`src/rtl/fetch_pkg.sv`:
```
`default_nettype none
// ============================================================================
// fetch_pkg : shared types and constants for the instruction fetch stage
// Revision  : 1.0
// ============================================================================
package fetch_pkg;

  typedef struct packed {
    logic [31:0] pc;
    logic [31:0] instr;
  } fetch_entry_t;

  localparam logic [31:0] INSTR_BYTES   = 32'd4;
  localparam logic [31:0] PC_ALIGN_MASK = 32'hFFFF_FFFC;

endpackage
`default_nettype wire

```
`src/rtl/fetch_queue.sv`:
```
`default_nettype none
// ============================================================================
// fetch_queue : small synchronous FIFO of fetch entries with flush
// Revision    : 1.0
// ============================================================================
module fetch_queue
  import fetch_pkg::*;
#(
  parameter int DEPTH = 2
) (
  input  logic         clk,
  input  logic         rst_n,
  input  logic         enq,
  input  logic         deq,
  input  logic         flush,
  input  fetch_entry_t wdata,
  output logic         full,
  output logic         empty,
  output fetch_entry_t head
);

  localparam int PTR_W = $clog2(DEPTH);
  localparam int CNT_W = $clog2(DEPTH + 1);

  fetch_entry_t     r_mem [DEPTH];
  logic [PTR_W-1:0] r_rd;
  logic [PTR_W-1:0] r_wr;
  logic [CNT_W-1:0] r_count;

  // Entries are cleared on reset so the head reads as zero before any fetch.
  always_ff @(posedge clk or negedge rst_n) begin
    if (!rst_n) begin
      for (int i = 0; i < DEPTH; i++) begin
        r_mem[i] <= '0;
      end
      r_rd    <= '0;
      r_wr    <= '0;
      r_count <= '0;
    end else if (flush) begin
      r_rd    <= '0;
      r_wr    <= '0;
      r_count <= '0;
    end else begin
      if (enq) begin
        r_mem[r_wr] <= wdata;
        r_wr        <= r_wr + 1'b1;
      end
      if (deq) begin
        r_rd <= r_rd + 1'b1;
      end
      if (enq && !deq) begin
        r_count <= r_count + 1'b1;
      end else if (deq && !enq) begin
        r_count <= r_count - 1'b1;
      end
    end
  end

  assign full  = (r_count == CNT_W'(DEPTH));
  assign empty = (r_count == '0);
  assign head  = r_mem[r_rd];

endmodule
`default_nettype wire

```
`src/rtl/fetch_stage.sv`:
```
`default_nettype none
// ============================================================================
// fetch_stage : PC owner, captures same-cycle imem word, hands pairs to decode
// Revision    : 1.0
// ============================================================================
module fetch_stage
  import fetch_pkg::*;
#(
  parameter logic [31:0] RESET_PC    = 32'h0000_0000,
  parameter int          QUEUE_DEPTH = 2
) (
  input  logic        clk,
  input  logic        rst_n,
  input  logic        redirect_valid,
  input  logic [31:0] redirect_pc,
  output logic [31:0] imem_addr,
  input  logic [31:0] imem_instr,
  output logic        out_valid,
  input  logic        out_ready,
  output logic [31:0] out_pc,
  output logic [31:0] out_instr
);

  logic [31:0]  r_pc;
  logic         w_full;
  logic         w_empty;
  logic         w_enq;
  logic         w_deq;
  fetch_entry_t w_wdata;
  fetch_entry_t w_head;

  // Redirect suppresses both sides of the queue; out_ready never feeds out_valid.
  assign out_valid = !w_empty && !redirect_valid;
  assign w_deq     = out_valid && out_ready;
  assign w_enq     = !redirect_valid && (!w_full || w_deq);

  assign w_wdata.pc    = r_pc;
  assign w_wdata.instr = imem_instr;

  always_ff @(posedge clk or negedge rst_n) begin
    if (!rst_n) begin
      r_pc <= RESET_PC;
    end else if (redirect_valid) begin
      r_pc <= redirect_pc & PC_ALIGN_MASK;
    end else if (w_enq) begin
      r_pc <= r_pc + INSTR_BYTES;
    end
  end

  fetch_queue #(
    .DEPTH (QUEUE_DEPTH)
  ) u_queue (
    .clk   (clk),
    .rst_n (rst_n),
    .enq   (w_enq),
    .deq   (w_deq),
    .flush (redirect_valid),
    .wdata (w_wdata),
    .full  (w_full),
    .empty (w_empty),
    .head  (w_head)
  );

  assign imem_addr = r_pc;
  assign out_pc    = w_head.pc;
  assign out_instr = w_head.instr;

endmodule
`default_nettype wire

```
`config.mk`:
```
export PLATFORM = sky130hd
export DESIGN_NAME = fetch_stage
export DESIGN_NICKNAME = d
export VERILOG_FILES = /design/src/rtl/fetch_pkg.sv /design/src/rtl/fetch_queue.sv /design/src/rtl/fetch_stage.sv
export SDC_FILE = /design/constraint.sdc
export NUM_CORES = 1
export LEC_CHECK = 0
export CAP_MARGIN = 20
export CORE_MARGIN = 3
export CORE_UTILIZATION = 40
export CTS_BUF_LIST = sky130_fd_sc_hd__clkbuf_4
export DETAILED_ROUTE_END_ITERATION = 8
export PLACE_DENSITY = 0.77
export SYNTH_ARGS = -nofsm -noshare
export SYNTH_HDL_FRONTEND = slang
export SYNTH_HIERARCHICAL = 1
export SYNTH_SLANG_ARGS = --single-unit
```
`constraint.sdc`:
```
create_clock -name clk -period 7 [get_ports clk]
set_input_delay 1.4 -clock clk [delete_from_list [all_inputs] [get_ports clk]]
set_output_delay 1.4 -clock clk [all_outputs]
set_load 0.01 [all_outputs]
```
==> results.sh, run 1 <==
export IMPL_overflow=0
export IMPL_drc=0
export IMPL_antenna_left=0
export IMPL_antenna_found_initial=0
export IMPL_required_ns=5.60
export IMPL_routedWlPerCell_um=18.2
export IMPL_grt_pass1_wl_mm=29.9
export IMPL_cap_violations=0
export IMPL_clkLatencyLatePin_ns=0.54
export IMPL_synth_top_cell_area_share_pct=51.0
export IMPL_tns_ns=0
export IMPL_cts_max_level=4
export IMPL_hpwl_mm=12.3
export IMPL_path_max_fanout=39
export IMPL_syn_area_per_cell_um2=13.8
export IMPL_yosys_area_top_type="dfrtp_1"
export IMPL_drtPass1Iterations=4
export IMPL_vias=5253
export IMPL_routed_via_density=5.22
export IMPL_peakVddDrop_mv=0.165
export IMPL_min_period_ns=4.37
export IMPL_ys_warn_count=6
export IMPL_cts_resized=0
export IMPL_fin_crit_sh_pct=62.4
export IMPL_cp_arrival_ns=2.97
export IMPL_drt_initial_drc_count=290
export IMPL_synth_area_um2=7940
export IMPL_path_class="flip-flop to output pin"
export IMPL_synth_flop_cell="dfrtp_1"
export IMPL_area_delta_synth_final_pct=26.3
export IMPL_p_leak_uw=0.00406
export IMPL_root_buffer="clkbuf_4"
export IMPL_hold_path_class="flip-flop to flip-flop"
export IMPL_start_util_pct=41.6
export IMPL_nets=802
export IMPL_finClkSkew_ns=0.0204
export IMPL_pin_count=165
export IMPL_synth_ff_latch_count=162
export IMPL_synth_area_leaders="dfrtp_1 51%, mux2_2 19%, mux2_4 11%"
export IMPL_die_w_um=147
export IMPL_hold_viol_final=0
export IMPL_holdPathStages=1
export IMPL_wirelength_mm=18.3
export IMPL_reg2reg_depth=6
export IMPL_yosysSeqAreaShare_pct=51.0
export IMPL_globalplace_congestion=0.807
export IMPL_numClockSinks=162
export IMPL_slew_violations=0
export IMPL_syn_inst=575
export IMPL_portBuffers=160
export IMPL_grt_pass1_vias=5449
export IMPL_synth_edf_count=0
export IMPL_total_power_uw=3430
export IMPL_grt_use_total_pct=17.2
export IMPL_relSlewSlack_pct=34.6
export IMPL_status="finished, final reports clean"
export IMPL_max_freq_mhz=229
export IMPL_die_height_um=147
export IMPL_antenna_cells=0
export IMPL_path_clk_slew_ns=0.14
export IMPL_clock_path_buffers=2
export IMPL_synthDistinctLibCells=52
export IMPL_synthArstFlopShare_pct=100
export IMPL_end_kind="output pin"
export IMPL_design_die_area_um2=21600
export IMPL_rows=50
export IMPL_n_fill_cell=1626
export IMPL_rsz0062_at_grt="false"
export IMPL_pwr_density_cell_nw_per_um2=342
export IMPL_grt_max_degree=112
export IMPL_drive_gt1_share_pct=32.0
export IMPL_numCtsBuffers=17
export IMPL_cts_hold_buffers=0
export IMPL_multi_input_area_um2=3580
export IMPL_regArea_um2=4060
export IMPL_report_final_setup_viol=0
export IMPL_worst_slew_pin_slew_ns=0.971
export IMPL_cts_tree="done"
export IMPL_cp_start_kind="flip-flop"
export IMPL_core_um2=19100
export IMPL_post_cts_buffers=0
## report_power, final
part | switching (µW) | total [µW] | internal, µW | leakage [µW]
clock network | 346 | 633 | 287 | 0.000172
logic | 453 | 1300 | 846 | 0.00199
registers | 220 | 1500 | 1280 | 0.00190
total | 1020 | 3430 | 2410 | 0.00406
## flip-flops by register name, indices dropped and copies added, names as in the netlist
name / cells
u_queue/r_mem: 128
u_queue/r_rd: 1
u_queue/r_count: 2
u_queue/r_wr: 1
imem_addr: 30
## cells in the mapped netlist, drive strengths merged (2+ instances only)
cell type	number
nor2	24
a211oi	5
and4	3
a21oi	2
nand3	10
or3	4
xnor2	11
a31oi	18
mux2i	2
a2111o	2
clkbuf	8
buf	26
or4	9
nor2b	2
o31ai	7
nand2	21
mux2	192
o41ai	7
inv	7
dfrtp	162
o21ai	15
nor4	2
nand4	7
nor3b	4
nand4bb	5
or3b	2
a2111oi	3
## cells by family after synthesis
| kind of cell | synth area share [%] |
|---|---|
| compound gates | 5.47 |
| xor+xnor | 1.32 |
| fa+ha+maj | 0.158 |
| buf+inv | 4.13 |
| flops | 51.0 |
| mux | 30.3 |
| other cells | 0.0472 |
| simple gates | 7.52 |
## placed cells by master, fill, tap and decap left out, drive strengths merged, types with 3 or more instances in the layout
master / count
clkinv: 6
nor2: 24
buf: 9
a2111oi: 3
nand4bb: 5
dfrtp: 162
nand3: 10
and4: 3
clkbuf: 17
o41ai: 7
a31oi: 18
nand2: 21
conb: 6
a211oi: 5
xnor2: 11
o31ai: 7
clkdlybuf4s50: 159
o21ai: 15
or4: 9
inv: 10
nand4: 7
or3: 4
bufinv: 4
mux2: 192
nor3b: 4
## worst paths after layout
| kind | startpoint | end | slack [ns] |
|---|---|---|---|
| setup / recovery | u_queue/r_rd$_DFFE_PN0P_ | out_pc[15] | 2.63 |
| hold / removal | u_queue/r_mem[50]$_DFFE_PN0P_ | u_queue/r_mem[50]$_DFFE_PN0P_ | 0.52 |
| setup reg to reg | u_queue/r_count[0]$_DFFE_PN0P_ | u_queue/r_mem[85]$_DFFE_PN0P_ | 3.82 |
| hold reg to reg | u_queue/r_mem[50]$_DFFE_PN0P_ | u_queue/r_mem[50]$_DFFE_PN0P_ | 0.52 |
| max in group asynchronous | rst_n | u_queue/r_mem[7]$_DFFE_PN0P_ | 5.21 |
| min in group asynchronous | rst_n | u_queue/r_mem[117]$_DFFE_PN0P_ | 0.77 |
## metrics by stage
step                      cell area (µm²)  cells  setup slack (ns)  util, %  hold WS (ns)
final                               10000   1006              2.63     52.6         0.517
after global routing                10000   1006              2.47     52.6         0.527
after CTS                           10000   1005              2.55     52.4         0.521
after detailed placement             9670    973              2.22     50.7         0.487
after global placement               9670    973              2.26     50.7         0.481
after floorplan                      7960    580              3.53        -         0.474
## cell type report
type,count,area share (%)
clock buffers,17,1.27
clock inverters,15,2.03
inverters,7,0.262
multi-input cells,377,35.7
flip-flops and latches,162,40.4
well taps,260,3.24
repair buffers,168,17.0
## worst max-delay path, stage by stage, from the launching register on
cell and delay [ns]:
dfrtp_2 0.87, buf_4 0.61, mux2_2 0.40, clkdlybuf4s50_1 0.55
## metal layers
metal	global-route usage, %	vias up	routed length (µm)
met2	27.3	164	8730
met3	4.87	11	1050
met4	4.01	0	162
li1	-	2445	-
met1	23.6	2633	8360
met5	0	-	0
Note: power is estimated with default switching activity, not from simulation.
==> inputs of run 2 (changes only) <==
==> constraint.sdc (replaced) <==
create_clock -name clk -period 4.1 [get_ports clk]
set_input_delay 0.82 -clock clk [delete_from_list [all_inputs] [get_ports clk]]
set_output_delay 0.82 -clock clk [all_outputs]
set_load 0.01 [all_outputs]
==> run 2 against run 1 <==
Against the previous run:
- largest power group unchanged
- clock-buffer cell count is the same
- critical endpoint is now out_pc[16]
- combinational power grew 70%
- routed wire length shrank 2.8%
- clock skew shrank 0.0070 ns
- highest routed layer unchanged
- final cell count shrank 0.20%
==> results.sh, run 2 (same netlist as run 1, synthesis figures left out) <==
export IMPL_status="finished, final reports clean"
export IMPL_hold_viol_final=0
export IMPL_path_clk_slew_ns=0.13
export IMPL_post_cts_buffers=0
export IMPL_tns_ns=0
export IMPL_portBuffers=160
export IMPL_cap_violations=0
export IMPL_drc=0
export IMPL_reg2reg_depth=6
export IMPL_top_register="u_queue/r_mem"
export IMPL_required_ns=3.28
export IMPL_core_um2=19100
export IMPL_cts_hold_buffers=0
export IMPL_p_leak_uw=0.00403
export IMPL_end_kind="output pin"
export IMPL_relSlewSlack_pct=40.4
export IMPL_routedWlPerCell_um=17.7
export IMPL_numClockSinks=162
export IMPL_cp_start_kind="flip-flop"
export IMPL_grt_pass1_vias=5562
export IMPL_root_buffer="clkbuf_4"
export IMPL_min_period_ns=3.42
export IMPL_numCtsBuffers=17
export IMPL_die_w_um=147
export IMPL_pwr_density_cell_nw_per_um2=573
export IMPL_path_class="flip-flop to output pin"
export IMPL_design_die_area_um2=21600
export IMPL_rows=50
export IMPL_layout_commonest_cell="dfrtp_1"
export IMPL_largest_reg_flops=128
export IMPL_start_util_pct=41.6
export IMPL_fin_crit_sh_pct=83.5
export IMPL_holdWs_ns=0.306
export IMPL_pin_count=165
export IMPL_cts_tree="done"
export IMPL_grt_use_total_pct=16.8
export IMPL_area_delta_synth_final_pct=25.3
export IMPL_grt_pass1_wl_mm=29.7
export IMPL_routed_via_density=5.23
export IMPL_drt_initial_drc_count=252
export IMPL_layout_common_cells="161 x dfrtp_1, 159 x clkdlybuf4s50_1, 132 x mux2_2, 60 x mux2_4, 24 x nor2_1"
export IMPL_vias=5252
export IMPL_antenna_found_initial=0
export IMPL_worst_slew_pin_slew_ns=0.895
export IMPL_rr_startpoint="u_queue/r_count[0]$_DFFE_PN0P_"
export IMPL_cp_arrival_ns=2.60
export IMPL_rsz0062_at_grt="false"
export IMPL_drtPass1Iterations=6
export IMPL_crit_path_start="u_queue/r_rd$_DFFE_PN0P_"
export IMPL_globalplace_congestion=0.817
export IMPL_report_final_setup_viol=0
export IMPL_hpwl_mm=11.8
export IMPL_finClkSkew_ns=0.0134
export IMPL_overflow=0
export IMPL_hold_path_class="primary input to async pin"
export IMPL_cts_resized=0
export IMPL_max_freq_mhz=292
export IMPL_slew_violations=0
export IMPL_nets=802
export IMPL_wirelength_mm=17.8
export IMPL_peakVddDrop_mv=0.311
export IMPL_cts_max_level=4
export IMPL_antenna_left=0
export IMPL_antenna_cells=0
export IMPL_grt_max_degree=87
export IMPL_clock_path_buffers=2
export IMPL_drive_gt1_share_pct=31.5
export IMPL_dp_slack_ns=0.761
export IMPL_fin_ws_ns=0.679
export IMPL_clkLatencyLatePin_ns=0.52
export IMPL_path_max_fanout=23
export IMPL_die_height_um=147
-- run 2: cell count changes in the layout (fill, tap and decap cells not counted) --
cell	change
inv_6	-2
inv_8	-1
bufinv_16	-1
clkinvlp_4	-1
clkinv_1	+3
buf_4	+1
clkinv_4	-1
buf_16	-1
clkinv_2	+1
-- run 2: where the power goes --
| group | switching, µW | internal [µW] | leakage [µW] | total (µW) |
|---|---|---|---|---|
| clock | 542 | 407 | 0.000147 | 948 |
| sequential | 361 | 2180 | 0.00190 | 2540 |
| combinational | 766 | 1440 | 0.00198 | 2210 |
-- run 2: cell type report --
class	count	area [µm²]
Tap cell	260	325
Sequential cell	162	4060
Inverter	7	26.3
Clock inverter	13	145
Multi-Input combinational cell	377	3580
Fill cell	1647	9130
Clock buffer	17	128
Timing Repair Buffer	168	1690
-- run 2: through the flow --
step / cell area [µm²] / instances / utilization [%] / total power [µW]
6_report: 9950 / 1004 / 52.2 / 5700
2_1_floorplan: 7960 / 580 / - / 3830
4_1_cts: 9950 / 1004 / 52.2 / 5780
3_3_place_gp: 9680 / 974 / 50.7 / 4740
5_1_grt: 9950 / 1004 / 52.2 / 6060
3_5_place_dp: 9680 / 974 / 50.7 / 4810
-- run 2: worst max-delay path: stages (launching register included) --
cell and delay (ns):
dfrtp_2 0.74, buf_4 0.44, mux2_2 0.40, clkdlybuf4s50_1 0.49
-- run 2: worst paths after layout --
| kind | endpoint | slack [ns] |
|---|---|---|
| max | out_pc[16] | 0.68 |
| min | imem_addr[19]$_DFFE_PN0P_ | 0.31 |
| max reg2reg | u_queue/r_mem[14]$_DFFE_PN0P_ | 1.26 |
| min reg2reg | u_queue/r_mem[2]$_DFFE_PN0P_ | 0.51 |
| max in group asynchronous | u_queue/r_mem[66]$_DFFE_PN0P_ | 2.89 |
| min in group clk | u_queue/r_mem[2]$_DFFE_PN0P_ | 0.51 |
-- run 2: routing by layer --
layer  global-route usage, %  vias to the layer above  routed length, µm
met5                       0                        -                  0
met4                    4.85                        0                225
met3                    4.16                       18                934
met2                    26.1                      171               8260
met1                    23.6                     2632               8370
li1                        -                     2431                  -
==> inputs of run 3 (changes only) <==
--- a/config.mk
+++ b/config.mk
@@ -10,7 +10,7 @@
 export CORE_UTILIZATION = 40
 export CTS_BUF_LIST = sky130_fd_sc_hd__clkbuf_4
 export DETAILED_ROUTE_END_ITERATION = 8
-export PLACE_DENSITY = 0.77
+export PLACE_DENSITY = 0.79
 export SYNTH_ARGS = -nofsm -noshare
 export SYNTH_HDL_FRONTEND = slang
 export SYNTH_HIERARCHICAL = 1
==> constraint.sdc (replaced) <==
create_clock -name clk -period 3 [get_ports clk]
set_input_delay 0.6 -clock clk [delete_from_list [all_inputs] [get_ports clk]]
set_output_delay 0.6 -clock clk [all_outputs]
set_load 0.01 [all_outputs]
==> run 3 against run 2 <==
Against the previous run:
- sequential share of layout area is 1.2 points lower
- worst hold slack worse by 0.25 ns
- via count is 0.80% higher
- worst setup slack worse by 0.40 ns
- die area stayed put
- routed wire length is 3.8% higher
- combinational power is 40% higher
- highest routed layer unchanged
==> results.sh, run 3 (same netlist as run 1, synthesis figures left out) <==
export IMPL_status="finished, final reports clean"
export IMPL_slew_violations=0
export IMPL_design_die_area_um2=21600
export IMPL_peakVddDrop_mv=0.450
export IMPL_tns_ns=0
export IMPL_end_kind="output pin"
export IMPL_routed_via_density=5.15
export IMPL_cp_num_buf_inv=2
export IMPL_clkLatencyLatePin_ns=0.56
export IMPL_nets=821
export IMPL_globalplace_congestion=0.806
export IMPL_fin_util_pct=53.7
export IMPL_grt_pass1_vias=5567
export IMPL_grt_use_total_pct=17.4
export IMPL_numCtsBuffers=17
export IMPL_path_delay_family="buffers and inverters"
export IMPL_cap_violations=0
export IMPL_pwr_share_seq_pct=43.3
export IMPL_start_util_pct=41.6
export IMPL_path_clk_slew_ns=0.14
export IMPL_crit_path_top_delay_cell="clkdlybuf4s50_1"
export IMPL_post_cts_buffers=0
export IMPL_p_int_uw=5610
export IMPL_cts_hold_buffers=0
export IMPL_routedWlPerCell_um=18.0
export IMPL_layout_commonest_cell="dfrtp_1"
export IMPL_r2r_slack_ns=0.59
export IMPL_cts_max_level=4
export IMPL_swShare_pct=30.2
export IMPL_p_leak_uw=0.00417
export IMPL_rsz0062_at_grt="false"
export IMPL_switchingPower_uw=2430
export IMPL_relSlewSlack_pct=39.4
export IMPL_portBuffers=160
export IMPL_max_freq_mhz=367
export IMPL_grt_max_degree=74
export IMPL_largest_reg_flops=128
export IMPL_fin_crit_sh_pct=90.9
export IMPL_area_delta_synth_final_pct=29.0
export IMPL_wirelength_mm=18.5
export IMPL_worst_slew_pin_slew_ns=0.900
export IMPL_path_cells="buf_4 > mux2_2 > clkdlybuf4s50_1"
export IMPL_top_register="u_queue/r_mem"
export IMPL_clkPwrFrac_pct=18.3
export IMPL_cts_tree="done"
export IMPL_path_class="flip-flop to output pin"
export IMPL_total_power_uw=8030
export IMPL_hold_path_class="primary input to async pin"
export IMPL_root_buffer="clkbuf_4"
export IMPL_vias=5294
export IMPL_antenna_left=0
export IMPL_crit_path_max_incr_delay_ns=0.53
export IMPL_r2r_end="imem_addr[21]$_DFFE_PN0P_"
export IMPL_hold_viol_final=0
export IMPL_rr_startpoint="imem_addr[7]$_DFFE_PN0P_"
export IMPL_required_ns=2.40
export IMPL_drc=0
export IMPL_finClkSkew_ns=0.0282
export IMPL_rows=50
export IMPL_pin_count=165
export IMPL_reg2reg_depth=4
export IMPL_core_um2=19100
export IMPL_p_comb_share_pct=38.5
export IMPL_drt_initial_drc_count=284
export IMPL_overflow=0
export IMPL_die_w_um=147
export IMPL_grt_pass1_wl_mm=30.2
export IMPL_fin_ws_ns=0.274
export IMPL_min_period_ns=2.73
export IMPL_dp_slack_ns=0.0394
export IMPL_cts_resized=0
export IMPL_holdWs_ns=0.0547
export IMPL_report_final_setup_viol=0
export IMPL_path_max_fanout=18
export IMPL_die_height_um=147
export IMPL_pwr_density_cell_nw_per_um2=784
export IMPL_numClockSinks=162
export IMPL_clock_path_buffers=2
export IMPL_cp_arrival_ns=2.13
export IMPL_antenna_found_initial=1
export IMPL_drive_gt1_share_pct=33.9
export IMPL_drtPass1Iterations=4
export IMPL_layout_common_cells="161 x dfrtp_1, 159 x clkdlybuf4s50_1, 132 x mux2_2, 60 x mux2_4, 24 x nor2_1"
export IMPL_hpwl_mm=12.8
export IMPL_cp_start_kind="flip-flop"
## run 3: how the worst max path moves through the flow
stage	end	depth (start not counted)	start
floorplan	u_queue/r_mem[100]$_DFFE_PN0P_	7	redirect_valid
global placement	u_queue/r_mem[86]$_DFFE_PN0P_	7	redirect_valid
detailed placement	u_queue/r_mem[86]$_DFFE_PN0P_	7	redirect_valid
CTS	out_pc[31]	3	u_queue/r_rd$_DFFE_PN0P_
global route	out_pc[31]	3	u_queue/r_rd$_DFFE_PN0P_
finish	out_pc[31]	3	u_queue/r_rd$_DFFE_PN0P_
## run 3: final cells by class
type,instances,area (µm²)
diodes,3,7.51
clock buffers,17,128
clock inverters,15,196
fillers,1640,8840
inverters,7,26.3
multi-input cells,377,3580
flip-flops and latches,162,4060
well taps,260,325
repair buffers,187,1920
## run 3: metrics by stage
stage               cell area (µm²)  std cells
global placement               9910        993
detailed placement             9910        993
global route                  10200       1028
finish                        10200       1028
floorplan                      7960        580
CTS                           10200       1025
## run 3: worst reg2reg max path, cell delays in order, from the launching register on
cell,delay [ns]
dfrtp_1,0.59
nand4_4,0.23
or3_1,0.70
or4_1,0.63
a31oi_1,0.20
## run 3: power by group through the flow
stage / logic, µW / clock network [µW] / registers [µW]
after floorplan: 1870 / 0 / 3360
after global placement: 3070 / 0 / 3470
after detailed placement: 3120 / 0 / 3510
after CTS: 3140 / 1510 / 3480
after global routing: 3320 / 1610 / 3590
final: 3090 / 1470 / 3480
## run 3: layer usage
metal | routed length [µm] | track usage [%] | vias up
met5 | 0 | 0 | -
met4 | 163 | 4.61 | 0
met3 | 900 | 4.72 | 13
met2 | 9090 | 27.9 | 135
met1 | 8310 | 23.4 | 2648
li1 | - | - | 2498
